[config.mk]
export PLATFORM = sky130hd
export DESIGN_NAME = spi_master_ctrl
export DESIGN_NICKNAME = d
export VERILOG_FILES = /design/src/rtl/spi_pkg.sv /design/src/rtl/spi_master_ctrl_shift_reg.sv /design/src/rtl/spi_master_ctrl.sv
export SDC_FILE = /design/constraint.sdc
export NUM_CORES = 1
export LEC_CHECK = 0
export CORE_AREA = 4 4 128 130
export CTS_BUF_LIST = sky130_fd_sc_hd__clkbuf_16
export DETAILED_ROUTE_END_ITERATION = 6
export DIE_AREA = 0 0 132 134
export PLACE_DENSITY_LB_ADDON = 0.3
export SLEW_MARGIN = 20
export SYNTH_ARGS = -nofsm -noshare
export SYNTH_HDL_FRONTEND = slang
export SYNTH_SLANG_ARGS = --single-unit
[constraint.sdc]
create_clock -name clk -period 7.15 [get_ports clk]
set_clock_uncertainty 0.1 [all_clocks]
set_input_delay 1.43 -clock clk [delete_from_list [all_inputs] [get_ports clk]]
set_output_delay 1.43 -clock clk [all_outputs]
set_load 0.02 [all_outputs]
[src/rtl/spi_pkg.sv]
// Shared types for the SPI master: controller state encoding and SPI mode constants.
package spi_pkg;

  localparam int STATE_W = 3;

  typedef enum logic [STATE_W-1:0] {
    IDLE,
    SETUP,
    HIGH,
    LOW,
    RESP
  } state_t;

  localparam logic SPI_CPOL = 1'b0;
  localparam logic SPI_CPHA = 1'b0;

endpackage

[src/rtl/spi_master_ctrl_shift_reg.sv]
// Parallel-load, left-shifting register holding outgoing bits (MSB first) and
// collecting incoming bits at the LSB end.
module ShiftReg
  import spi_pkg::*;
#(
  parameter int               nbits       = 32,
  parameter logic [nbits-1:0] reset_value = '0
) (
  input  logic             clk,
  input  logic             reset,
  input  logic             load_en,
  input  logic [nbits-1:0] load_data,
  input  logic             shift_en,
  input  logic             in_,
  output logic [nbits-1:0] out
);

  // Reset here is active-high; the controller passes in its inverted reset.
  always_ff @(posedge clk) begin
    if (reset) begin
      out <= reset_value;
    end else if (load_en) begin
      out <= load_data;
    end else if (shift_en) begin
      out <= {out[nbits-2:0], in_};
    end
  end

endmodule

[src/rtl/spi_master_ctrl.sv]
// Mode-0 SPI master: one full-duplex transfer of up to nbits bits per request.
// Build option SPI_MASTER_LOOPBACK_EN adds a loopback input that echoes mosi into the receive path.
module spi_master_ctrl
  import spi_pkg::*;
#(
  parameter int nbits       = 32,
  parameter int HALF_PERIOD = 1
) (
  input  logic                     clk,
  input  logic                     reset,
  input  logic                     req_val,
  output logic                     req_rdy,
  input  logic [nbits-1:0]         req_msg,
  input  logic [$clog2(nbits):0]   packet_size,
  output logic                     resp_val,
  input  logic                     resp_rdy,
  output logic [nbits-1:0]         resp_msg,
  output logic                     sclk,
  output logic                     cs_n,
  output logic                     mosi,
  input  logic                     miso
`ifdef SPI_MASTER_LOOPBACK_EN
  ,
  input  logic                     loopback
`endif
);

  localparam int CNT_W = $clog2(nbits) + 1;
  localparam int HP_W  = $clog2(HALF_PERIOD) + 1;
  localparam logic [CNT_W-1:0] NB      = CNT_W'(nbits);
  localparam logic [HP_W-1:0]  HP_LAST = HP_W'(HALF_PERIOD - 1);

  state_t             state;
  state_t             state_next;
  logic [HP_W-1:0]    hp_cnt;
  logic [CNT_W-1:0]   bits_left;
  logic [CNT_W-1:0]   n_q;
  logic [CNT_W-1:0]   n_eff;
  logic               miso_q;
  logic               rx_bit;
  logic               load_en;
  logic               shift_en;
  logic               sample_en;
  logic               hp_done;
  logic [nbits-1:0]   load_data;
  logic [nbits-1:0]   shreg;
  logic [nbits-1:0]   mask;

  // A size of zero or anything above nbits means a full-width transfer.
  always_comb begin
    n_eff = packet_size;
    if (packet_size == '0 || packet_size > NB) begin
      n_eff = NB;
    end
  end

  assign load_data = req_msg << (NB - n_eff);
  assign hp_done   = (hp_cnt == HP_LAST);

`ifdef SPI_MASTER_LOOPBACK_EN
  assign rx_bit = loopback ? mosi : miso;
`else
  assign rx_bit = miso;
`endif

  always_comb begin
    state_next = state;
    load_en    = 1'b0;
    shift_en   = 1'b0;
    sample_en  = 1'b0;
    req_rdy    = 1'b0;
    resp_val   = 1'b0;
    cs_n       = 1'b1;
    sclk       = SPI_CPOL;
    case (state)
      IDLE: begin
        req_rdy = 1'b1;
        if (req_val) begin
          load_en    = 1'b1;
          state_next = SETUP;
        end
      end
      SETUP: begin
        cs_n = 1'b0;
        if (hp_done) begin
          sample_en  = 1'b1;
          state_next = HIGH;
        end
      end
      HIGH: begin
        cs_n = 1'b0;
        sclk = ~SPI_CPOL;
        if (hp_done) begin
          shift_en   = 1'b1;
          state_next = LOW;
        end
      end
      LOW: begin
        cs_n = 1'b0;
        if (hp_done) begin
          if (bits_left == '0) begin
            state_next = RESP;
          end else begin
            sample_en  = 1'b1;
            state_next = HIGH;
          end
        end
      end
      RESP: begin
        resp_val = 1'b1;
        if (resp_rdy) begin
          state_next = IDLE;
        end
      end
      default: state_next = IDLE;
    endcase
    // Pins and handshakes read idle for as long as reset is held.
    if (!reset) begin
      state_next = IDLE;
      load_en    = 1'b0;
      shift_en   = 1'b0;
      sample_en  = 1'b0;
      req_rdy    = 1'b0;
      resp_val   = 1'b0;
      cs_n       = 1'b1;
      sclk       = SPI_CPOL;
    end
  end

  always_ff @(posedge clk) begin
    if (!reset) begin
      state     <= IDLE;
      hp_cnt    <= '0;
      bits_left <= '0;
      n_q       <= '0;
      miso_q    <= 1'b0;
    end else begin
      state  <= state_next;
      hp_cnt <= (state_next != state) ? '0 : hp_cnt + 1'b1;
      if (load_en) begin
        bits_left <= n_eff;
        n_q       <= n_eff;
      end else if (shift_en) begin
        bits_left <= bits_left - 1'b1;
      end
      if (sample_en) begin
        miso_q <= rx_bit;
      end
    end
  end

  ShiftReg #(
    .nbits      (nbits),
    .reset_value('0)
  ) u_shift_reg (
    .clk      (clk),
    .reset    (~reset),
    .load_en  (load_en),
    .load_data(load_data),
    .shift_en (shift_en),
    .in_      (miso_q),
    .out      (shreg)
  );

  // Received bits sit right-justified; stale bits above N are cleared.
  always_comb begin
    mask = '1;
    if (n_q < NB) begin
      mask = (nbits'(1) << n_q) - nbits'(1);
    end
  end

  assign resp_msg = shreg & mask;
  assign mosi     = shreg[nbits-1];

endmodule

==> impl_summary.md <==
Clocking
The maximum level of the CTS H-tree is 2. The clock tree from TritonCTS is yes. TritonCTS created 5 clock buffers. In this run the clock root is driven by a sky130_fd_sc_hd__clkbuf_16. The number of hold-repair buffers added at the cts stage is 0.

The total setup buffers inserted after CTS is 0. The clock drives 49 sinks. The clock insertion delay at the later pin of the skew report is 0.29 ns. Clock-pin slew was measured on the worst setup and hold paths at 0.07 ns. The number of instances resized during post-cts repair is 0. The maximum clock path buffer count is 2.

Timing
In the finished design, the share of the clock period the worst path needs comes to 0.775. The final-layout setup total negative slack is 0 ns. The measured slew at the worst slew-check pin is 0.941 ns. For this run, the top clock speed supported by timing is 0.180 GHz. Headroom to the max-slew limit came out at 0.373. The max-slew violation count came to 0. Setup violations remaining at the end of the flow were counted as 0. The count of endpoints failing hold in the final timing report was 0.

Subtracting the final worst setup slack from the clock period gives ~5.5 ns. The final worst hold slack is ~0.44 ns. Setup repair after global routing left no endpoint under its margin.

Power and ir drop
Across the VDD grid, the largest voltage drop is 0.0850 mV. For this design the ratio of total power to cell area is roughly 180 mW/mm2. In this run the static leakage power is 2.18 nW.

Die
The number of cell rows is 45. The total area inside the core boundary comes to about 0.015 mm2. The overall die area is 0.0177 mm2. The number of I/O pins is 80. In this run the horizontal extent of the chip is 132 um. In this run the vertical extent of the chip is 134 um. For this configuration, the core starts out at a cell density of 0.348.

Global route
The pin count of the biggest net entering global routing is between 40 and 50. For this run, global-route usage on met2 was measured as 0.302. The global routing met3 resource utilization is 0.0345. The initial antenna violation count is 0. The global-route layer with the greatest usage is met2. For met1 alone, demand over resource in global routing was 0.291. The first global-routing pass estimated 28.9 mm of wire. In the global route stage, overall resource usage came out at 0.199.

After global routing the overflow that remains totals 0. The number of global-route vias before repair is roughly 5100.

Synthesis
Synthesis instantiated 76 different standard cells from the library. The arithmetic-cell share of the synthesized area counting full adders, half adders and majority gates is 0.00948. After synthesis, the largest family of logic cells by area is compound AO/OA/AOI/OAI gates. The most instantiated flip-flop cell in the synthesis netlist is sky130_fd_sc_hd__dfxtp_1. Sorting the synthesized cells by how often they occur yields sky130_fd_sc_hd__o21ai_0 (64), sky130_fd_sc_hd__nand2_1 (61), sky130_fd_sc_hd__a21oi_1 (55). The share of the synthesized area in compound gates (AO/OA/AOI/OAI) came to 0.268. Counting flops and latches in the post-synthesis netlist gives 49.

Of the total synthesized cell area, the portion taken by AND, OR, NAND and NOR gates is 0.198. The xor and xnor fraction of the mapped netlist area is 0.0204. The portion of synthesized area spent on multiplexers is 0.243. The proportion of synthesized chip area in sequential cells is 0.186. The synthesized cell area is 0.00528 mm2. The proportion of register bits with asynchronous set or reset after synthesis is 0. The number of nets in the synthesized netlist is between 600 and 700.

Of the post-synthesis cell area, the dominant cell type holds 0.186. By instance count, the leading cell after synthesis is sky130_fd_sc_hd__o21ai_0. The Yosys warning count is 0. Summed over all instances, the cell type with the most area after synthesis is sky130_fd_sc_hd__dfxtp_1. By area the synthesized netlist is led by sky130_fd_sc_hd__dfxtp_1 (19%), sky130_fd_sc_hd__mux4_2 (12%), sky130_fd_sc_hd__mux2i_1 (8.9%), sky130_fd_sc_hd__o21ai_0 (6.1%), sky130_fd_sc_hd__a21oi_1 (5.2%).

The number of flops mapped to enable cells by yosys is 0. A synthesized cell averages around 8.1 um2. The synthesized instance count is 650.

Drt
The remaining routing DRC violations is 0. The average via count per standard cell is between 6 and 7. In this run the remaining antenna-violating nets after routing total 0. After detailed routing, the average wire length per cell comes to about 21 um. The number of vias after detailed routing is ~5500. The detailed-router iteration count before antenna repair is 6.

Summed over all layers, the routed wires come to approximately 18 mm. After the first detailed-routing iteration, the DRC count stood at around 540.

Finish
Measured on the finished design, the core utilization comes to 0.410. The layout overhead on the synthesized area is 17.8%. The sequential cell area in the final layout is 981 um2.

In the final design database the tool counted approximately 730 nets. The non-filler instance count after layout is just under 900. The count of antenna diodes in the layout is 0. The area occupied by multi-input gates is roughly 0.0039 mm2.

The number of inserted filler cells in the final layout is ~1500. In the final layout, the share of cells above drive strength 1 is 0.114.

Setup path
The sort of element at the end of the critical path is a primary output. The critical path class is reg2out. Data on the critical path is required at its endpoint by between 5 and 6 ns. The arrival time reported for the critical path endpoint is roughly 4 ns. STA classifies the critical path startpoint as a register. Of all nets on the critical path, the largest fanout is 19.

Job
Max-cap violations in this run came to 0.

Min path
The worst min-delay path class is reg2reg.

Placement
The wire-length estimate of the detail-placed layout is 13.7 mm. The quantity of I/O buffers inserted on ports is between 70 and 80. The placed instance count is just under 900. The final estimated routing congestion in global placement is between 0.9 and 1.

Status
The run finished with clean final reports.
-- metrics by stage --
stage	setup WS (ns)	area, um2	power, W
CTS	1.67	6210	0.00108
finish	1.61	6210	0.00109
detailed placement	1.93	6040	0.000807
floorplan	3.06	5280	0.000664
global placement	1.99	6040	0.000804
global route	1.28	6210	0.00114
-- state kept, by name, indices dropped and copies added, names as in the netlist --
signal and flops:
u_shift_reg.out 32, bits_left 6, n_q 6, state 3, hp_cnt 1, miso_q 1
-- power breakdown --
part / leakage, nW / internal (W) / total (W) / switching, W
Clock: 0.0800 / 0.000166 / 0.000276 / 0.000111
Combinational: 1.69 / 0.000201 / 0.000471 / 0.000270
Sequential: 0.402 / 0.000304 / 0.000343 / 0.0000395
-- logic make-up (layout without fill, tap and decap cells) --
group | Yosys count | count (layout)
simple gates | 210 | 210
compound gates | 216 | 216
fa+ha+maj | 4 | 4
flops | 49 | 49
buf+inv | 72 | 109
mux | 91 | 91
xor+xnor | 8 | 8
-- layout make-up --
cell class,instances,share of cell area
Inverter,14,0.00846
Clock inverter,3,0.00745
Clock buffer,5,0.0201
Sequential cell,49,0.158
Tap cell,188,0.0378
Multi-Input combinational cell,529,0.631
Timing Repair Buffer,87,0.137
-- path summary, 6_finish.rpt --
path                  from                   to  slack (ns)  depth (start not counted)
setup / recovery    n_q[2]         resp_msg[12]        1.61                         10
hold reg to reg     miso_q               miso_q        0.44                          2
hold / removal      miso_q               miso_q        0.44                          2
setup reg to reg  state[1]  u_shift_reg.out[31]        4.34                          6
-- worst max-delay path, cell delays in order, from the launching register on --
cell and delay, ns:
sky130_fd_sc_hd__dfxtp_1 0.76, sky130_fd_sc_hd__nor2_1 0.26, sky130_fd_sc_hd__nand3_1 0.17, sky130_fd_sc_hd__ha_1 0.45, sky130_fd_sc_hd__clkinv_1 0.41, sky130_fd_sc_hd__a31oi_2 0.43
sky130_fd_sc_hd__nor2b_1 0.12, sky130_fd_sc_hd__a22o_1 0.19, sky130_fd_sc_hd__a221oi_1 0.29, sky130_fd_sc_hd__nor2b_1 0.09, sky130_fd_sc_hd__clkdlybuf4s50_1 0.55
-- cell usage in the layout, fill, tap and decap left out, drive strengths merged, types with 4 or more instances in the layout --
cell / count
clkdlybuf4s50: 79
o21ai: 64
nand2: 61
a21oi: 55
nor2: 50
dfxtp: 49
mux2i: 47
mux4: 28
nor2b: 24
nor3: 19
a21boi: 18
mux2: 16
nand3: 15
inv: 13
a31oi: 9
and2: 8
buf: 8
o22ai: 7
o31a: 7
nand2b: 7
a211o: 6
o2111a: 5
o21a: 5
a21o: 5
clkbuf: 5
xor2: 5
a211oi: 5
o2111ai: 4
o221ai: 4
o211a: 4
nand4: 4
ha: 4
-- layer usage --
metal,part of all wire,vias up
li1,-,2510
met1,0.45,2615
met2,0.43,337
met3,0.092,32
met4,0.023,0
met5,0,-
Note: power is estimated with default switching activity, not from simulation.
